`src/rtl/mch_pack_pkg.sv`:
```
// Shared types and layout constants for the multichannel frame packer.
// A FIFO entry is {ChIdx, Last, Data}.
package mch_pack_pkg;

    localparam int CH_W   = 4;
    localparam int NCH_W  = 5;
    localparam int META_W = CH_W + 1;

    localparam int FLAG_OVF = 2;
    localparam int FLAG_SEQ = 1;
    localparam int FLAG_CFG = 0;

    typedef enum logic [1:0] {
        ST_SYNC = 2'd0,
        ST_FILL = 2'd1,
        ST_DROP = 2'd2
    } pack_state_e;

    function automatic int entry_width(input int data_width);
        return data_width + META_W;
    endfunction

endpackage

```
`src/rtl/mch_pack_ram.sv`:
```
// Simple dual-port entry store: synchronous write, asynchronous read so the
// head entry can fall through to the output without a read cycle.
module mch_pack_ram
    import mch_pack_pkg::*;
#(
    parameter int DEPTH = 64,
    parameter int WIDTH = entry_width(24)
) (
    input  logic                     clk,
    input  logic                     we_i,
    input  logic [$clog2(DEPTH)-1:0] waddr_i,
    input  logic [WIDTH-1:0]         wdata_i,
    input  logic [$clog2(DEPTH)-1:0] raddr_i,
    output logic [WIDTH-1:0]         rdata_o
);

    logic [WIDTH-1:0] mem [DEPTH];

    always_ff @(posedge clk) begin
        if (we_i) begin
            mem[waddr_i] <= wdata_i;
        end
    end

    assign rdata_o = mem[raddr_i];

endmodule

```
`src/rtl/mch_frame_packer.sv`:
```
// Packs per-channel samples into frame-atomic FIFO entries. Writes advance wr,
// only a completed frame advances cm, so readers never see a partial frame.
module mch_frame_packer
    import mch_pack_pkg::*;
#(
    parameter int DATA_WIDTH   = 24,
    parameter int MAX_CHANNELS = 16,
    parameter int FIFO_DEPTH   = 64
) (
    input  logic                  CLK,
    input  logic                  RST,
    input  logic [NCH_W-1:0]      Num_Ch,
    input  logic                  Clear_Status,
    input  logic [DATA_WIDTH-1:0] Data_In,
    input  logic                  Data_In_Valid,
    input  logic [CH_W-1:0]       Data_In_ChIdx,
    output logic [DATA_WIDTH-1:0] Data_Out,
    output logic [CH_W-1:0]       Data_Out_ChIdx,
    output logic                  Data_Out_Last,
    output logic                  Data_Out_Valid,
    input  logic                  Data_Out_Ready,
    output logic                  Overflow,
    output logic                  Seq_Err,
    output logic                  Cfg_Err,
    output logic [15:0]           Frame_Cnt
);

    localparam int AW = $clog2(FIFO_DEPTH);
    localparam int PW = AW + 1;
    localparam int EW = entry_width(DATA_WIDTH);

    pack_state_e       state_q, state_d;
    logic [PW-1:0]     wr_q, wr_d, cm_q, cm_d, rd_q, rd_d;
    logic [CH_W-1:0]   exp_q, exp_d;
    logic [NCH_W-1:0]  nch_q, nch_d;
    logic [2:0]        flag_q, flag_d, flag_set;
    logic [15:0]       fcnt_q, fcnt_d;

    logic [PW-1:0]     wr_base, free_space, ram_waddr;
    logic              start_eval, ram_we, wr_last, commit, do_read;
    logic [EW-1:0]     ram_rdata;

    always_comb begin
        state_d    = state_q;
        wr_d       = wr_q;
        cm_d       = cm_q;
        exp_d      = exp_q;
        nch_d      = nch_q;
        wr_base    = wr_q;
        free_space = '0;
        start_eval = 1'b0;
        ram_we     = 1'b0;
        ram_waddr  = wr_q;
        wr_last    = 1'b0;
        commit     = 1'b0;
        flag_set   = '0;
        if (Data_In_Valid) begin
            case (state_q)
                ST_FILL: begin
                    if (Data_In_ChIdx == exp_q) begin
                        ram_we = 1'b1;
                        wr_d   = wr_q + PW'(1);
                        if ({1'b0, exp_q} == nch_q - NCH_W'(1)) begin
                            wr_last = 1'b1;
                            commit  = 1'b1;
                            cm_d    = wr_q + PW'(1);
                            state_d = ST_SYNC;
                        end else begin
                            exp_d = exp_q + CH_W'(1);
                        end
                    end else begin
                        // Roll back the partial frame, then treat this sample as a fresh start candidate.
                        flag_set[FLAG_SEQ] = 1'b1;
                        wr_base    = cm_q;
                        wr_d       = cm_q;
                        state_d    = ST_SYNC;
                        start_eval = 1'b1;
                    end
                end
                ST_DROP: begin
                    if (Data_In_ChIdx == '0) begin
                        start_eval = 1'b1;
                    end else if ({1'b0, Data_In_ChIdx} == nch_q - NCH_W'(1)) begin
                        state_d = ST_SYNC;
                    end
                end
                default: start_eval = 1'b1;
            endcase

            if (start_eval && Data_In_ChIdx == '0) begin
                nch_d      = Num_Ch;
                free_space = PW'(FIFO_DEPTH) - (wr_base - rd_q);
                if (Num_Ch == '0 || Num_Ch > NCH_W'(MAX_CHANNELS)) begin
                    flag_set[FLAG_CFG] = 1'b1;
                    state_d = ST_SYNC;
                end else if (int'(free_space) < int'(Num_Ch)) begin
                    flag_set[FLAG_OVF] = 1'b1;
                    state_d = ST_DROP;
                end else begin
                    ram_we    = 1'b1;
                    ram_waddr = wr_base;
                    wr_d      = wr_base + PW'(1);
                    exp_d     = CH_W'(1);
                    if (Num_Ch == NCH_W'(1)) begin
                        wr_last = 1'b1;
                        commit  = 1'b1;
                        cm_d    = wr_base + PW'(1);
                        state_d = ST_SYNC;
                    end else begin
                        state_d = ST_FILL;
                    end
                end
            end
        end
    end

    assign Data_Out_Valid = (cm_q != rd_q);
    assign do_read        = Data_Out_Valid && Data_Out_Ready;
    assign rd_d           = rd_q + PW'(do_read);
    assign fcnt_d         = fcnt_q + 16'(commit);
    // A set in the same cycle as a clear wins.
    assign flag_d         = flag_set | (flag_q & {3{~Clear_Status}});

    always_ff @(posedge CLK) begin
        if (RST) begin
            state_q <= ST_SYNC;
            wr_q    <= '0;
            cm_q    <= '0;
            rd_q    <= '0;
            exp_q   <= '0;
            nch_q   <= '0;
            flag_q  <= '0;
            fcnt_q  <= '0;
        end else begin
            state_q <= state_d;
            wr_q    <= wr_d;
            cm_q    <= cm_d;
            rd_q    <= rd_d;
            exp_q   <= exp_d;
            nch_q   <= nch_d;
            flag_q  <= flag_d;
            fcnt_q  <= fcnt_d;
        end
    end

    mch_pack_ram #(
        .DEPTH (FIFO_DEPTH),
        .WIDTH (EW)
    ) u_ram (
        .clk     (CLK),
        .we_i    (ram_we),
        .waddr_i (ram_waddr[AW-1:0]),
        .wdata_i ({Data_In_ChIdx, wr_last, Data_In}),
        .raddr_i (rd_q[AW-1:0]),
        .rdata_o (ram_rdata)
    );

    assign Data_Out       = ram_rdata[DATA_WIDTH-1:0];
    assign Data_Out_Last  = ram_rdata[DATA_WIDTH];
    assign Data_Out_ChIdx = ram_rdata[EW-1 -: CH_W];
    assign Overflow       = flag_q[FLAG_OVF];
    assign Seq_Err        = flag_q[FLAG_SEQ];
    assign Cfg_Err        = flag_q[FLAG_CFG];
    assign Frame_Cnt      = fcnt_q;

endmodule

```
`config.mk`:
```
export PLATFORM = sky130hd
export DESIGN_NAME = mch_frame_packer
export DESIGN_NICKNAME = d
export VERILOG_FILES = /design/src/rtl/mch_pack_pkg.sv /design/src/rtl/mch_pack_ram.sv /design/src/rtl/mch_frame_packer.sv
export SDC_FILE = /design/constraint.sdc
export NUM_CORES = 2
export LEC_CHECK = 0
export CORE_UTILIZATION = 55
export DETAILED_ROUTE_END_ITERATION = 6
export DONT_BUFFER_PORTS = 1
export GPL_TIMING_DRIVEN = 1
export PLACE_DENSITY = 0.7
export SLEW_MARGIN = 10
export SYNTH_ARGS = -nofsm -noshare
export SYNTH_HDL_FRONTEND = slang
export SYNTH_HIERARCHICAL = 1
export SYNTH_SLANG_ARGS = --single-unit
```
`constraint.sdc`:
```
create_clock -name CLK -period 9.4 [get_ports CLK]
set_input_delay 0.47 -clock CLK [delete_from_list [all_inputs] [get_ports CLK]]
set_output_delay 0.47 -clock CLK [all_outputs]
set_load 0.01 [all_outputs]
```
---- Word level (Yosys, flattened, before mapping) ----
Memory sizes are Yosys's and may differ from the RTL's. A register that Yosys moved wholly into a read port is not among the register bits.
Index checks and enable logic that the tools add are counted.
storage, ports and cells
  word-level logic and storage cells ...... 102
  bits in writable memories ............... 1856
  input port bits ......................... 38
  output and inout port bits .............. 49
  bits in registers ....................... 51
  memories ................................ 1
memories
  name       words  bits a word  read ports  clocked after Yosys merged registers in  write ports  RTL line            text
  u_ram.mem  64     29           1           1                                        1            mch_pack_ram.sv:17  logic [WIDTH-1:0] mem [DEPTH];
operators by class
  reduce and logical (&&, ||, !) cells .... 8
  $add $sub $neg .......................... 8
  multiplexer cells ....................... 62
  order comparisons ....................... 2
  bitwise operators ....................... 3
  equal/unequal tests ..................... 10
operators with widths
  kind                                                                    count
  7-bit two-way mux                                                       15
  6-bit two-way mux                                                       5
  1-bit two-way mux                                                       26
  4-bit two-way mux                                                       6
  16-bit by 1-bit adder with 16-bit output                                1
  7-bit by 1-bit adder with 7-bit output (second input constant)          2
  2-bit two-way mux                                                       7
  4-bit by 5-bit equality test with 1-bit output                          2
  7-bit by 1-bit adder with 7-bit output                                  1
  7-bit by 5-bit less-than comparator with 1-bit output                   1
  7-bit != test                                                           1
  7-bit subtractor                                                        1
  7-bit subtractor (first input constant)                                 1
  3-bit != test (second input constant)                                   2
  5-bit by 1-bit equality test with 1-bit output (second input constant)  1
  5-bit greater-than comparator (second input constant)                   1
  5-bit zero test                                                         1
  5-bit AND reduction                                                     1
  5-bit by 1-bit subtractor with 5-bit output (second input constant)     1
  4-bit by 1-bit adder with 4-bit output (second input constant)          1
  4-bit equality test                                                     1
  4-bit zero test                                                         1
  4-bit != test (second input constant)                                   1
  2-bit one-hot mux with 2 select lines                                   1
  other kinds (11)                                                        12

---- Depth between registers and ports, before layout ----
  word-level depth ........................ 13
  depth in mapped cells ................... 28
  gate-level depth less buffers ........... 24

---- Cells and area by module ----
The synthesis kept the hierarchy.
modules (own cells, without submodules)
  module            sequential area each (sq um)  instances  area an instance (sq um)  cells each
  mch_pack_ram      55733.5                       1          72037.8                   3378
  mch_frame_packer  1021.0                        1          3826.2                    482

---- Worst setup path before layout ----
OpenSTA, ideal clock, no wires.
  kind .................................... input port to flip-flop
  start point ............................. in Data_In_ChIdx[2]
  end point ............................... mem u_ram/mem[48][0] in the netlist's numbering, enable pin
  setup slack ............................. 2.150 ns
  setup time .............................. 0.451 ns
  data required time ...................... 8.949 ns
  arrival ................................. 6.799 ns
  cell stages on the path ................. 20
  path buffers ............................ 3
  path through ............................ buf_2 > xor2_1 > o41ai_4 > clkbuf_1 > mux2i_1 > xor2_1 > ha_1 > fa_1 > ha_1 > o21a_1 > a211oi_1 > a2bb2oi_1 > or4b_4 > nand3_1 > nor3_1 > mux2_2 > clkbuf_1 > nor2b_1 > nand4b_1 > nor3_1
on the way
  elaborated cells between the ends (all ways) .. 25
  classes of those cells .................. add/sub: 2; order compare: 1; eq/ne: 1; mux: 19; reduce/logical: 2
RTL lines
  item                                                   RTL line                text
  start: declaration                                     mch_frame_packer.sv:16  input logic [CH_W-1:0] Data_In_ChIdx,
  4-bit equality test                                    mch_frame_packer.sv:60  if (Data_In_ChIdx == exp_q) begin
  7-bit two-way mux                                      mch_frame_packer.sv:60
  7-bit two-way mux                                      mch_frame_packer.sv:58  case (state_q)
  7-bit two-way mux                                      mch_frame_packer.sv:57  if (Data_In_Valid) begin
  7-bit subtractor (2 in a row)                          mch_frame_packer.sv:92  free_space = PW'(FIFO_DEPTH) - (wr_base - rd_q);
  7-bit by 5-bit less-than comparator with 1-bit output  mch_frame_packer.sv:96  end else if (int'(free_space) < int'(Num_Ch)) begin
  6-bit two-way mux                                      mch_frame_packer.sv:96
  6-bit two-way mux                                      mch_frame_packer.sv:93  if (Num_Ch == '0 || Num_Ch > NCH_W'(MAX_CHANNELS)) begin
  6-bit two-way mux *                                    mch_frame_packer.sv:90  if (start_eval && Data_In_ChIdx == '0) begin
  6-bit two-way mux *                                    mch_frame_packer.sv:57
  via ram_waddr[3]                                       mch_frame_packer.sv:39  logic [PW-1:0] wr_base, free_space, ram_waddr;
  end: declaration                                       mch_pack_ram.sv:17
The timed path passes the listed nets; every way through them passes the cells marked *. The select of a mux whose other input is x is not followed.

---- Worst setup path after layout ----
  start point ............................. reg state_q[0]
  end point ............................... mem u_ram/mem[44][1] in the netlist's numbering, enable pin
on the way
  elaborated cells between the ends (all ways) .. 21
  classes of those cells .................. add/sub: 2; order compare: 1; eq/ne: 2; mux: 15; reduce/logical: 1
RTL lines
  item                                                   RTL line                 text
  start: declaration                                     mch_frame_packer.sv:32   pack_state_e state_q, state_d;
  start signal: assignment                               mch_frame_packer.sv:135  state_q <= state_d;
  2-bit by 1-bit equality test with 1-bit output         mch_frame_packer.sv:58
  7-bit two-way mux                                      mch_frame_packer.sv:58
  7-bit two-way mux                                      mch_frame_packer.sv:57
  7-bit subtractor (2 in a row)                          mch_frame_packer.sv:92
  7-bit by 5-bit less-than comparator with 1-bit output  mch_frame_packer.sv:96
  6-bit two-way mux                                      mch_frame_packer.sv:96
  6-bit two-way mux                                      mch_frame_packer.sv:93
  6-bit two-way mux *                                    mch_frame_packer.sv:90
  6-bit two-way mux *                                    mch_frame_packer.sv:57
  via ram_waddr[5]                                       mch_frame_packer.sv:39
Marks and branches as above.

==> run metrics <==
DR pass1 iterations=6; Top Metal Used=met5; Syn Nets=3920; CTS sink count=1907; crit-path leading delay family=simple AND/OR/NAND/NOR gates; met1 wire length=76.74 mm; share of cells above drive strength 1=20.29%; clock skew=0.02347 ns; pre-CTS setup slack=1.782 ns; largest net degree at the start of global routing=144; Critical Path RT=9.83 ns; fin worst setup slack=1.664 ns; Iteration-0 DRC Markers=5312; Period minus WS final=7.736 ns; Post-layout nets=3971; Clock Path Buffers=3; Worst Path Max Fanout=29; Distinct cells, synth=74; initial core utilization=55.72%; Synth Area per Inst=19.65 um2; final wirelength=192.7 mm; H-tree depth=4; Yosys reg bits=1907; die width=373.4 um; slowest CP cell=nor2_4; warnings from Yosys=6; outcome=finished, final reports clean; core area=136100 um2; slew margin rel.=17.90%; Clk pwr share=42.5%; Hold Path Class=in -> reg; die span in y=373.4 um; placed cells=5469; CP Launch Type=register; post-layout util=62.26%; Remaining DRCs=0; Setup CP Type=reg -> reg; slowest cell delay on critical path=1.09 ns; most frequent cells in the layout=1856 x edfxtp_1, 377 x mux2i_1, 291 x mux4_2, 186 x clkbuf_16, 163 x a22oi_1; Hold Fails Final Rpt=0; endpoints failing setup=0; Num CTS Buffers=184; Pint=14.02 mW; Total Die Area=139400 um2; routed length per instance=32.96 um; Max Clock Freq=129.3 MHz; Leakage=25.46 nW; CP dominant cell by count=ha_1; r2r setup slk=1.66 ns; IR drop worst, VDD=199.9 uV; Net Switching=3.704 mW; Sw Share=20.90%; dominant synthesized flop cell=edfxtp_1; WL met3=16.94 mm; met2 WL post-DR=92.62 mm; CP arrival=8.17 ns; grt total ovfl=0; Synth top area share=73.46%; Worst-Skew Late Latency=0.83 ns; post-synth top area cell=edfxtp_1; total negative slack=0 ns; CTS tree=yes; sequential group share of total power=52.6%; gp weighted congestion=0.8599; root buf cell=clkbuf_16; pwr/cell area=209.1 nW/um2; Slew @ Worst Pin=1.219 ns; most common cell after layout, fill and taps aside=edfxtp_1; Final Cycle Share=82.29%; DRT antenna net count=0; Syn Inst Count=3860; Post-synth EDFFs=1856; unrepaired setup endpoints after global routing=false; Syn Std Cell Area=75860 um2; Worst Setup End Kind=register; Final Instance Area=84760 um2; Vias=38530; Setup Buffers After CTS=0; # port buffers=0; vias per cell=6.590; post-DP HPWL=110.7 mm; sequential fraction of the synthesis area=74.81%; critical path, cell by cell=ha_1 > inv_1 > a41oi_1 > buf_4 > nand2_1 > nand2_1 > ha_1 > inv_1 > ha_1 > fa_1 > ha_1 > o21a_1 > a211oi_1 > a2bb2oi_1 > or4b_4 > nand3_1 > buf_4 > nor2_1 > mux2i_2 > nand3b_1 > nor2_4; total track usage=27.74%; Placed Instance Area=77690 um2; final std cells w/o fill=5846; power share of the combinational group=4.9%; Area growth syn-to-layout=11.73%; Clock transition at path regs=0.06 ns; vias in the first global route=37130; I/O pin cnt=87; initial antenna violation count=7; asr flop ratio synth=0%; pins over their slew limit=0; Worst Path Buf+Inv=4; first-pass GRT wire length=274.0 mm; max cap viols=0; synth top area cells=edfxtp_1 73%, mux4_2 8.6%, mux2i_1 5.0%; row count=135
==> timing repair <==
action | in CTS | in global routing
hold buffers | 37 | 0
endpoints found under the hold margin | 1843 | 0
resized for setup | 0 | 0
==> kinds of logic (layout without fill, tap and decap cells) <==
logic type,after synthesis,in the layout,share of synthesized area [%]
adders and majority gates,22,22,0.3727
other,0,4,0
AOI/OAI and AO/OA,509,509,4.684
DFF,1907,1907,74.81
and+or+nand+nor,367,367,2.543
buffers and inverters,252,453,2.010
xor gates and xnor gates,65,65,0.7504
muxes,738,738,14.83
==> final cells by class <==
type | instances | area, um2
inverter | 20 | 75.07
antenna | 4 | 10.01
timing repair buffer | 97 | 1391
sequential | 1907 | 56770
multi-input combinational | 1701 | 18100
tap | 1781 | 2228
fill | 9244 | 51380
clock buffer | 213 | 4766
clock inverter | 123 | 1415
==> sequential cells by signal, indices dropped and copies added, names as in the netlist <==
register,flops
state_q,2
nch_q,5
rd_q,7
cm_q,7
exp_q,4
wr_q,7
Frame_Cnt,16
flag_q,3
u_ram/mem,1856
==> synthesized netlist by cell type (all sizes together) (6+ instances only) <==
library cell / instances
a211oi: 24
a21oi: 92
a221oi: 6
a22o: 9
a22oi: 163
a311o: 6
a31oi: 32
and2: 12
and3: 7
buf: 140
clkbuf: 92
dfxtp: 51
edfxtp: 1856
ha: 21
inv: 20
mux2: 60
mux2i: 378
mux4: 300
nand2: 41
nand2b: 10
nand3: 47
nand3b: 11
nand4: 9
nor2: 125
nor2b: 44
nor3: 36
nor4: 6
o211a: 19
o211ai: 25
o21ai: 45
o21bai: 8
o22ai: 47
o41ai: 8
xnor2: 28
xor2: 37
==> per-stage QoR <==
step           hold WS (ns)  power, mW
2_1_floorplan        0.4530      10.05
3_3_place_gp         0.4618      10.16
3_5_place_dp         0.4741      10.16
4_1_cts            0.005479      17.81
5_1_grt             0.01328      18.15
6_report            0.01255      17.72
==> power by group through the flow <==
stage	clock network (mW)	registers, mW	logic, mW
final	7.53	9.33	0.862
after global routing	7.92	9.33	0.903
after CTS	7.62	9.33	0.869
after detailed placement	0	9.51	0.654
after global placement	0	9.51	0.653
after floorplan	0	9.50	0.550
==> worst register-to-register path: stages, from the launching register on <==
cell and delay (ns):
dfxtp_1 0.36, ha_1 0.57, inv_1 0.25, a41oi_1 0.23, buf_4 0.22, nand2_1 0.09, nand2_1 0.11, ha_1 0.15
inv_1 0.05, ha_1 0.19, fa_1 0.47, ha_1 0.29, o21a_1 0.10, a211oi_1 0.26, a2bb2oi_1 0.24, or4b_4 0.51
nand3_1 0.10, buf_4 0.20, nor2_1 0.15, mux2i_2 0.79, nand3b_1 0.92, nor2_4 1.09
==> final timing paths <==
check	end	from	cells past startpoint
worst min-delay path	u_ram/mem[61][28]	Data_In_ChIdx[3]	1
worst min register to register	state_q[1]	state_q[1]	2
worst max-delay path	u_ram/mem[44][1]	state_q[0]	21
worst max register to register	u_ram/mem[44][1]	state_q[0]	21
==> routing by layer <==
layer	vias to the layer above	track usage, %
met5	-	0
met4	4	9.178
met3	275	4.796
met2	1970	43.93
met1	20240	39.51
li1	16030	-
No activity file was read; power rests on OpenSTA's default activity.
